<file path="config.mk">
export PLATFORM = sky130hd
export DESIGN_NAME = anim_frame_timer
export DESIGN_NICKNAME = d
export VERILOG_FILES = /design/src/rtl/anim_frame_timer_pkg.sv /design/src/rtl/anim_frame_timer_tick_prescaler.sv /design/src/rtl/anim_frame_timer.sv
export SDC_FILE = /design/constraint.sdc
export NUM_CORES = 1
export LEC_CHECK = 0
export BUFFER_PORTS_ARGS = -buffer_cell sky130_fd_sc_hd__buf_4
export CAP_MARGIN = 0
export CORE_UTILIZATION = 50
export CTS_BUF_LIST = sky130_fd_sc_hd__clkbuf_2
export DETAILED_ROUTE_END_ITERATION = 8
export PLACE_DENSITY = 0.67
export SLEW_MARGIN = 20
export SYNTH_ARGS = -nofsm -noshare
export SYNTH_HDL_FRONTEND = slang
export SYNTH_SLANG_ARGS = --single-unit
export TNS_END_PERCENT = 10
</file>
<file path="constraint.sdc">
create_clock -name clk -period 2.2 [get_ports clk]
set_clock_uncertainty 0.1 [all_clocks]
set_input_delay 0 -clock clk [delete_from_list [all_inputs] [get_ports clk]]
set_output_delay 0 -clock clk [all_outputs]
set_load 0.01 [all_outputs]
</file>
<file path="src/rtl/anim_frame_timer_pkg.sv">
// Shared types and defaults for the animation frame timer.
package anim_timer_pkg;

  typedef enum logic [1:0] {
    IDLE  = 2'd0,
    RUN   = 2'd1,
    ZDONE = 2'd2
  } state_e;

  localparam int DEFAULT_TICK_DIV = 833334;
  localparam int DEFAULT_FRAME_W  = 4;

endpackage

</file>
<file path="src/rtl/anim_frame_timer_tick_prescaler.sv">
// Clock prescaler for the frame timer: counts 0..TICK_DIV-1 while run is
// high and flags the cycle on which it wraps. clear wins over run.
module tick_prescaler
  import anim_timer_pkg::*;
#(
  parameter int TICK_DIV = DEFAULT_TICK_DIV
) (
  input  logic clk,
  input  logic reset,
  input  logic run,
  input  logic clear,
  output logic wrap
);

  localparam int CNT_W = $clog2(TICK_DIV);
  localparam logic [CNT_W-1:0] CNT_LAST = CNT_W'(TICK_DIV - 1);

  logic [CNT_W-1:0] cnt_q, cnt_d;

  // Combinational wrap flag; the top level registers it into frame_tick.
  assign wrap = run && !clear && (cnt_q == CNT_LAST);

  // Next count: hold, advance, wrap to zero, or clear.
  always_comb begin
    cnt_d = cnt_q;
    if (clear) begin
      cnt_d = '0;
    end else if (run) begin
      cnt_d = (cnt_q == CNT_LAST) ? '0 : cnt_q + CNT_W'(1);
    end
  end

  // Counter register.
  always_ff @(posedge clk) begin
    if (reset) begin
      cnt_q <= '0;
    end else begin
      cnt_q <= cnt_d;
    end
  end

endmodule

</file>
<file path="src/rtl/anim_frame_timer.sv">
// Frame-rate timer for sprite/claw animations: divides clk into frame ticks,
// counts a latched number of frames, pulses done at the end of the sequence,
// one-shot or repeating. Optional pause input enabled by defining
// ANIM_FRAME_TIMER_PAUSE_EN; without it the timer runs continuously.
module anim_frame_timer
  import anim_timer_pkg::*;
#(
  parameter int TICK_DIV = DEFAULT_TICK_DIV,
  parameter int FRAME_W  = DEFAULT_FRAME_W
) (
  input  logic               clk,
  input  logic               reset,
  input  logic               start,
  input  logic               abort,
  input  logic               repeat_mode,
  input  logic [FRAME_W-1:0] frames,
`ifdef ANIM_FRAME_TIMER_PAUSE_EN
  input  logic               pause,
`endif
  output logic               busy,
  output logic               frame_tick,
  output logic [FRAME_W-1:0] frame_idx,
  output logic               done
);

  state_e             state_q, state_d;
  logic [FRAME_W-1:0] frames_q, frames_d;
  logic               rep_q, rep_d;
  logic               busy_q, busy_d;
  logic               tick_q, tick_d;
  logic [FRAME_W-1:0] idx_q, idx_d;
  logic               done_q, done_d;

  logic hold;
  logic presc_run;
  logic presc_clear;
  logic wrap;
  logic accept;
  logic last_frame;

`ifdef ANIM_FRAME_TIMER_PAUSE_EN
  assign hold = pause;
`else
  assign hold = 1'b0;
`endif

  // Prescaler stays at zero outside RUN so every sequence starts phase-aligned.
  assign presc_run   = (state_q == RUN) && !hold;
  assign presc_clear = (state_q != RUN) || abort;

  tick_prescaler #(
    .TICK_DIV(TICK_DIV)
  ) u_prescaler (
    .clk  (clk),
    .reset(reset),
    .run  (presc_run),
    .clear(presc_clear),
    .wrap (wrap)
  );

  assign accept     = start && !abort;
  assign last_frame = (idx_q == frames_q - FRAME_W'(1));

  // State register.
  always_ff @(posedge clk) begin
    if (reset) begin
      state_q <= IDLE;
    end else begin
      state_q <= state_d;
    end
  end

  // Next-state logic.
  always_comb begin
    state_d = state_q;
    case (state_q)
      IDLE: begin
        if (accept) begin
          state_d = (frames == '0) ? ZDONE : RUN;
        end
      end
      RUN: begin
        if (abort) begin
          state_d = IDLE;
        end else if (wrap && last_frame && !rep_q) begin
          state_d = IDLE;
        end
      end
      ZDONE:   state_d = IDLE;
      default: state_d = IDLE;
    endcase
  end

  // Output and datapath next values; tick/done are pulses, the rest hold.
  always_comb begin
    frames_d = frames_q;
    rep_d    = rep_q;
    busy_d   = busy_q;
    idx_d    = idx_q;
    tick_d   = 1'b0;
    done_d   = 1'b0;
    case (state_q)
      IDLE: begin
        if (accept && (frames != '0)) begin
          frames_d = frames;
          rep_d    = repeat_mode;
          idx_d    = '0;
          busy_d   = 1'b1;
        end
      end
      RUN: begin
        if (abort) begin
          busy_d = 1'b0;
          idx_d  = '0;
        end else if (wrap) begin
          tick_d = 1'b1;
          if (last_frame) begin
            done_d = 1'b1;
            if (rep_q) begin
              idx_d = '0;
            end else begin
              busy_d = 1'b0;
            end
          end else begin
            idx_d = idx_q + FRAME_W'(1);
          end
        end
      end
      ZDONE:   done_d = 1'b1;
      default: ;
    endcase
  end

  // Registered outputs and latched sequence parameters.
  always_ff @(posedge clk) begin
    if (reset) begin
      frames_q <= '0;
      rep_q    <= 1'b0;
      busy_q   <= 1'b0;
      tick_q   <= 1'b0;
      idx_q    <= '0;
      done_q   <= 1'b0;
    end else begin
      frames_q <= frames_d;
      rep_q    <= rep_d;
      busy_q   <= busy_d;
      tick_q   <= tick_d;
      idx_q    <= idx_d;
      done_q   <= done_d;
    end
  end

  assign busy       = busy_q;
  assign frame_tick = tick_q;
  assign frame_idx  = idx_q;
  assign done       = done_q;

endmodule
</file>
==> flow_metrics.tcl, run 1 <==
set metrics [dict create \
    fin_crit_ns 2.09 \
    status "complete, no violations" \
    grt_max_degree 21 \
    synth-seq-cells 34 \
    drt_iter0_drc 76 \
    grt_usage 0.228 \
    rows 21 \
    final_common_cell "dfxtp_1" \
    drv_cap 0 \
    cts_root_buf "clkbuf_2" \
    r2r_slack_ns 0.11 \
    relSlewSlack 0.588 \
    clk_pin_slew_ns 0.17 \
    antenna_left 0 \
    worstSetupPathType "reg -> reg" \
    tns_ns 0 \
    firstDrtPassIters 4 \
    gp_congestion 0.796 \
    cts_sinks 34 \
    p_leak_uw 0.000790 \
    hold_start "start" \
    critPathCaptureType "flip-flop" \
    ys.flop_type "dfxtp_1" \
    whs_ns 0.0453 \
    peakVddDrop_uv 250 \
    die-area_mm2 0.00392 \
    setup.worst_path.start_class "flip-flop" \
    hold_viol 0 \
    avgRoutedWirePerCell_um 13.3 \
    cts_tree "done" \
    grt_pass1_vias 1652 \
    synthCells 212 \
    antenna_found_initial 0 \
    final_cell_mix "dfxtp_1, nor2_1, buf_4, nand2_1" \
    rsz0062_at_grt "false" \
    drc 0 \
    core_area_mm2 0.00342 \
    min_path_type "in -> reg" \
    cts_buffer_depth 2 \
    cts-buffers-inserted 5 \
    syn_nets 228 \
    die_w_um 62.6 \
    syn_area_mm2 0.00184 \
    grt_pass1_wl_mm 6.98 \
    regArea_um2 682 \
    finalSetupViolCount 0 \
    ys_seq_area_frac 0.370 \
    drv_slew 0 \
    htree_levels 2 \
    hold_end "busy$_SDFFE_PP0P_" \
    syn-mean-instance-area_um2 8.67 \
    diodes 0 \
    routed_wl_mm 3.96 \
    dieHeight_um 62.6 \
    multi_input_area_mm2 0.00109 \
    final_nets 266 \
    power_density_mw_per_mm2 472 \
    period_share 0.949 \
    detailed_place_hpwl_mm 2.83 \
    async_reset_ff_frac 0 \
    timing.rr.start "u_prescaler.cnt_q[14]$_SDFFE_PP0N_" \
    ys.warnings.count 0 \
    final_layout_size_suffix_gt1_frac 0.199 \
    io_pins 16 \
    cp_max_fo 6 \
    post-route-util 0.650 \
    tightest_slew_ns 0.613 \
    clk_latency_ns 0.39 \
    postCtsSetupRepairBufs 0 \
    vias 1588 \
    reg2regPathDepth 5 \
    syn_to_final_growth_pct 20.8 \
    required_ns 2.40 \
    fillers 303 \
    max_freq_mhz 479 \
    synth_edf_count 0 \
    r2r-end "state_q[1]$_SDFFE_PP0P_" \
    critPathArrivalTime_ns 2.29 \
    portBuffers 15 \
    initial_core_util 0.538 \
    synth.distinct_cells 49 \
    globalRouteOverflowTotal 0 \
    hold_path_depth 5 \
    vias_per_cell 5.35 \
]
[critical path: stages (launching register included)]
cell and delay (ns):
dfxtp_1 0.41, nor4b_2 0.30, nand4_1 0.27, a2111oi_0 0.36
a21o_1 0.23, mux2_1 0.33
[flip-flops by register name, indices dropped and copies added, names as in the netlist]
name	cells
frame_tick	1
u_prescaler.cnt_q	20
frame_idx	4
done	1
rep_q	1
state_q	2
frames_q	4
busy	1
[through the flow]
step	worst slack, ns	cells	instance area [um2]	power, uW
6_report	0.113	297	2220	1050
5_1_grt	0.0163	297	2220	1110
4_1_cts	0.0553	297	2210	1060
3_5_place_dp	0.0829	277	2050	751
3_3_place_gp	0.145	277	2050	748
2_1_floorplan	0.228	212	1840	714
[final cells by class]
type | count | share of cell area
flip-flops and latches | 34 | 0.307
clock buffers | 6 | 0.0135
clock inverters | 2 | 0.00395
multi-input cells | 161 | 0.492
well taps | 46 | 0.0259
inverters | 11 | 0.0186
repair buffers | 37 | 0.139
[how the worst max path moves through the flow]
stage | cells after the start | endpoint | slack, ns | from
floorplan | 7 | state_q[1]$_SDFFE_PP0P_ | 0.23 | frames_q[0]$_SDFFE_PP0P_
global placement | 7 | state_q[1]$_SDFFE_PP0P_ | 0.15 | frames_q[0]$_SDFFE_PP0P_
finish | 5 | state_q[1]$_SDFFE_PP0P_ | 0.11 | u_prescaler.cnt_q[14]$_SDFFE_PP0N_
detailed placement | 7 | state_q[1]$_SDFFE_PP0P_ | 0.08 | frames_q[0]$_SDFFE_PP0P_
global route | 5 | state_q[1]$_SDFFE_PP0P_ | 0.02 | u_prescaler.cnt_q[14]$_SDFFE_PP0N_
CTS | 7 | state_q[1]$_SDFFE_PP0P_ | 0.06 | frames_q[0]$_SDFFE_PP0P_
[per-layer routing]
metal  track usage  up-vias  part of all wire
met5             0        -                 0
li1              -      812                 -
met2         0.416       31              0.52
met4        0.0901        0             0.020
met1         0.241      736              0.42
met3        0.0693        9             0.037
[synthesized netlist by cell type, drive strengths merged (3+ instances only)]
cell type / instances / share of area
xnor2: 11 / 0.052
nor3b: 4 / 0.016
a31oi: 3 / 0.010
a21oi: 10 / 0.027
inv: 11 / 0.022
nor3: 8 / 0.036
nand2b: 5 / 0.017
nand2: 22 / 0.045
ha: 7 / 0.048
nor2: 33 / 0.069
nand4: 9 / 0.034
dfxtp: 34 / 0.37
buf: 5 / 0.016
nand3: 5 / 0.014
xor2: 12 / 0.057
[repair_timing]
action	in CTS	in global routing
endpoints found under the setup margin	0	4
hold buffers	12	0
gates resized for setup	0	4
hold endpoints to repair	14	0
[cell families (layout without fill, tap and decap cells)]
family                     count (synthesis)  in the layout  share of synthesized area
buffers and inverters                     17             56                     0.0408
DFF                                       34             34                      0.370
and+or+nand+nor                          101            101                      0.307
muxes                                      1              1                    0.00613
adders and majority gates                  7              7                     0.0476
AOI/OAI and AO/OA                         28             28                      0.106
xor gates and xnor gates                  24             24                      0.123
[report_power, final]
part	switching [uW]	internal [uW]
clock	211	78.0
sequential	7.33	625
combinational	63.2	62.5
Power figures use the tool's default switching activity.
==> run 2, diff against run 1 <==
CORE_UTILIZATION = 35   (was 50)
HOLD_SLACK_MARGIN = 0.02   (was default)
PLACE_DENSITY = 0.5   (was 0.67)
RECOVER_POWER = 100   (was default)
==> flow_metrics.tcl, run 2 (synthesized netlist as in run 1, its figures left out) <==
set metrics [dict create \
    dp_cells 306 \
    p_sw_uw 281 \
    antenna_left 0 \
    avgRoutedWirePerCell_um 12.1 \
    cts-buffers-inserted 5 \
    grt_pass1_wl_mm 6.68 \
    total_power_uw 1050 \
    cts_tree "done" \
    clk_latency_ns 0.38 \
    max_freq_mhz 479 \
    critPathCaptureType "flip-flop" \
    grt_usage 0.161 \
    power_frac_comb 0.119 \
    tns_ns 0 \
    postCtsSetupRepairBufs 0 \
    cts_root_buf "clkbuf_2" \
    r2r-end "frames_q[2]$_SDFFE_PP0P_" \
    core_area_mm2 0.00507 \
    required_ns 2.44 \
    met3_length_um 121 \
    die-area_mm2 0.00555 \
    drc 0 \
    globalRouteOverflowTotal 0 \
    initial_core_util 0.362 \
    drt_iter0_drc 122 \
    status "complete, no violations" \
    fillers 547 \
    cts_buffer_depth 2 \
    cts_sinks 34 \
    hold_viol 0 \
    largest_reg_flops 20 \
    grt_max_degree 21 \
    tightest_slew_ns 0.406 \
    routed_wl_mm 3.93 \
    hold_path_depth 5 \
    final_nets 271 \
    instances_no_fill 325 \
    htree_levels 2 \
    antenna_found_initial 0 \
    timing.rr.start "state_q[0]$_SDFFE_PP0P_" \
    final_common_cell "dfxtp_1" \
    portBuffers 15 \
    final_cell_mix "dfxtp_1, nor2_1, nand2_1, buf_4" \
    rows 26 \
    dieHeight_um 74.5 \
    io_pins 16 \
    relSlewSlack 0.723 \
    syn_to_final_growth_pct 22.7 \
    clkPwrFrac 0.280 \
    reg2regPathDepth 8 \
    clk_pin_slew_ns 0.17 \
    worstSetupPathType "reg -> reg" \
    dr.max_layer_used "met4" \
    period_share 0.949 \
    final_layout_size_suffix_gt1_frac 0.188 \
    rsz0062_at_grt "true" \
    met2WireLength_mm 1.65 \
    regMostFlops "u_prescaler.cnt_q" \
    detailed_place_hpwl_mm 2.75 \
    post-route-util 0.445 \
    finalSetupViolCount 0 \
    drt-met1-wl_mm 2.08 \
    p_int_uw 770 \
    p_leak_uw 0.000793 \
    share_seq_of_total_power 0.601 \
    firstDrtPassIters 4 \
    grt_pass1_vias 1428 \
    setup.worst_path.start_class "flip-flop" \
    die_w_um 74.5 \
    crit_start "state_q[0]$_SDFFE_PP0P_" \
    power_density_mw_per_mm2 466 \
    peakVddDrop_uv 176 \
    gp_congestion 0.737 \
    sw_frac_of_total 0.268 \
    min_path_type "in -> reg" \
    fin_crit_ns 2.09 \
    vias 1535 \
    vias_per_cell 4.72 \
    r2r_slack_ns 0.11 \
    diodes 0 \
    critPathArrivalTime_ns 2.33 \
    cp_max_fo 6 \
    drv_cap 0 \
    critPathCapture "frames_q[2]$_SDFFE_PP0P_" \
    drv_slew 0 \
]
run 2: stage by stage:
stage	hold slack, ns	cell area (um2)	setup slack (ns)
finish	0.0402	2260	0.112
global route	0.0325	2260	-0.00625
CTS	0.0654	2280	0.0391
detailed placement	0.171	2130	0.0843
global placement	0.167	2130	0.122
floorplan	0.0360	1840	0.228
run 2: timing repair:
action                     CTS  global route
setup endpoints to repair    0             6
hold buffers                12             0
hold endpoints to repair    13             0
gates resized for setup      0             4
run 2: worst max-delay path, stage by stage (launching register included):
cell and delay, ns:
dfxtp_1 0.36, inv_1 0.09, ha_1 0.27, nand3b_1 0.13, nor2_1 0.16, buf_4 0.16, nand2_1 0.07, a21oi_1 0.14
dlygate4sd3_1 0.57
run 2: routing by layer:
layer | GRT usage | vias to the layer above
met5 | 0 | -
met4 | 0.0629 | 0
met3 | 0.0447 | 6
met2 | 0.228 | 16
met1 | 0.229 | 694
li1 | - | 819
run 2: layout make-up:
| class | instances | area, um2 | share of cell area |
|---|---|---|---|
| multi-input combinational | 161 | 1090 | 0.483 |
| sequential | 34 | 681 | 0.302 |
| timing repair buffer | 42 | 323 | 0.143 |
| tap | 70 | 87.6 | 0.0388 |
| inverter | 11 | 41.3 | 0.0183 |
| clock buffer | 7 | 35.0 | 0.0155 |
run 2: worst min path at each step:
stage | from | end | slack, ns
4_1_cts | start | busy$_SDFFE_PP0P_ | 0.07
5_1_grt | start | state_q[0]$_SDFFE_PP0P_ | 0.03
3_3_place_gp | repeat_mode | rep_q$_SDFFE_PP0P_ | 0.17
3_5_place_dp | repeat_mode | rep_q$_SDFFE_PP0P_ | 0.17
6_report | start | state_q[0]$_SDFFE_PP0P_ | 0.04
2_1_floorplan | frames[3] | frames_q[3]$_SDFFE_PP0P_ | 0.04
run 2: power groups by stage:
stage               Sequential (uW)  Combinational (uW)  Clock [uW]
finish                          632                 125         294
CTS                             632                 125         310
detailed placement              645                 108           0
global route                    634                 140         333
floorplan                       644                69.8           0
global placement                645                 109           0
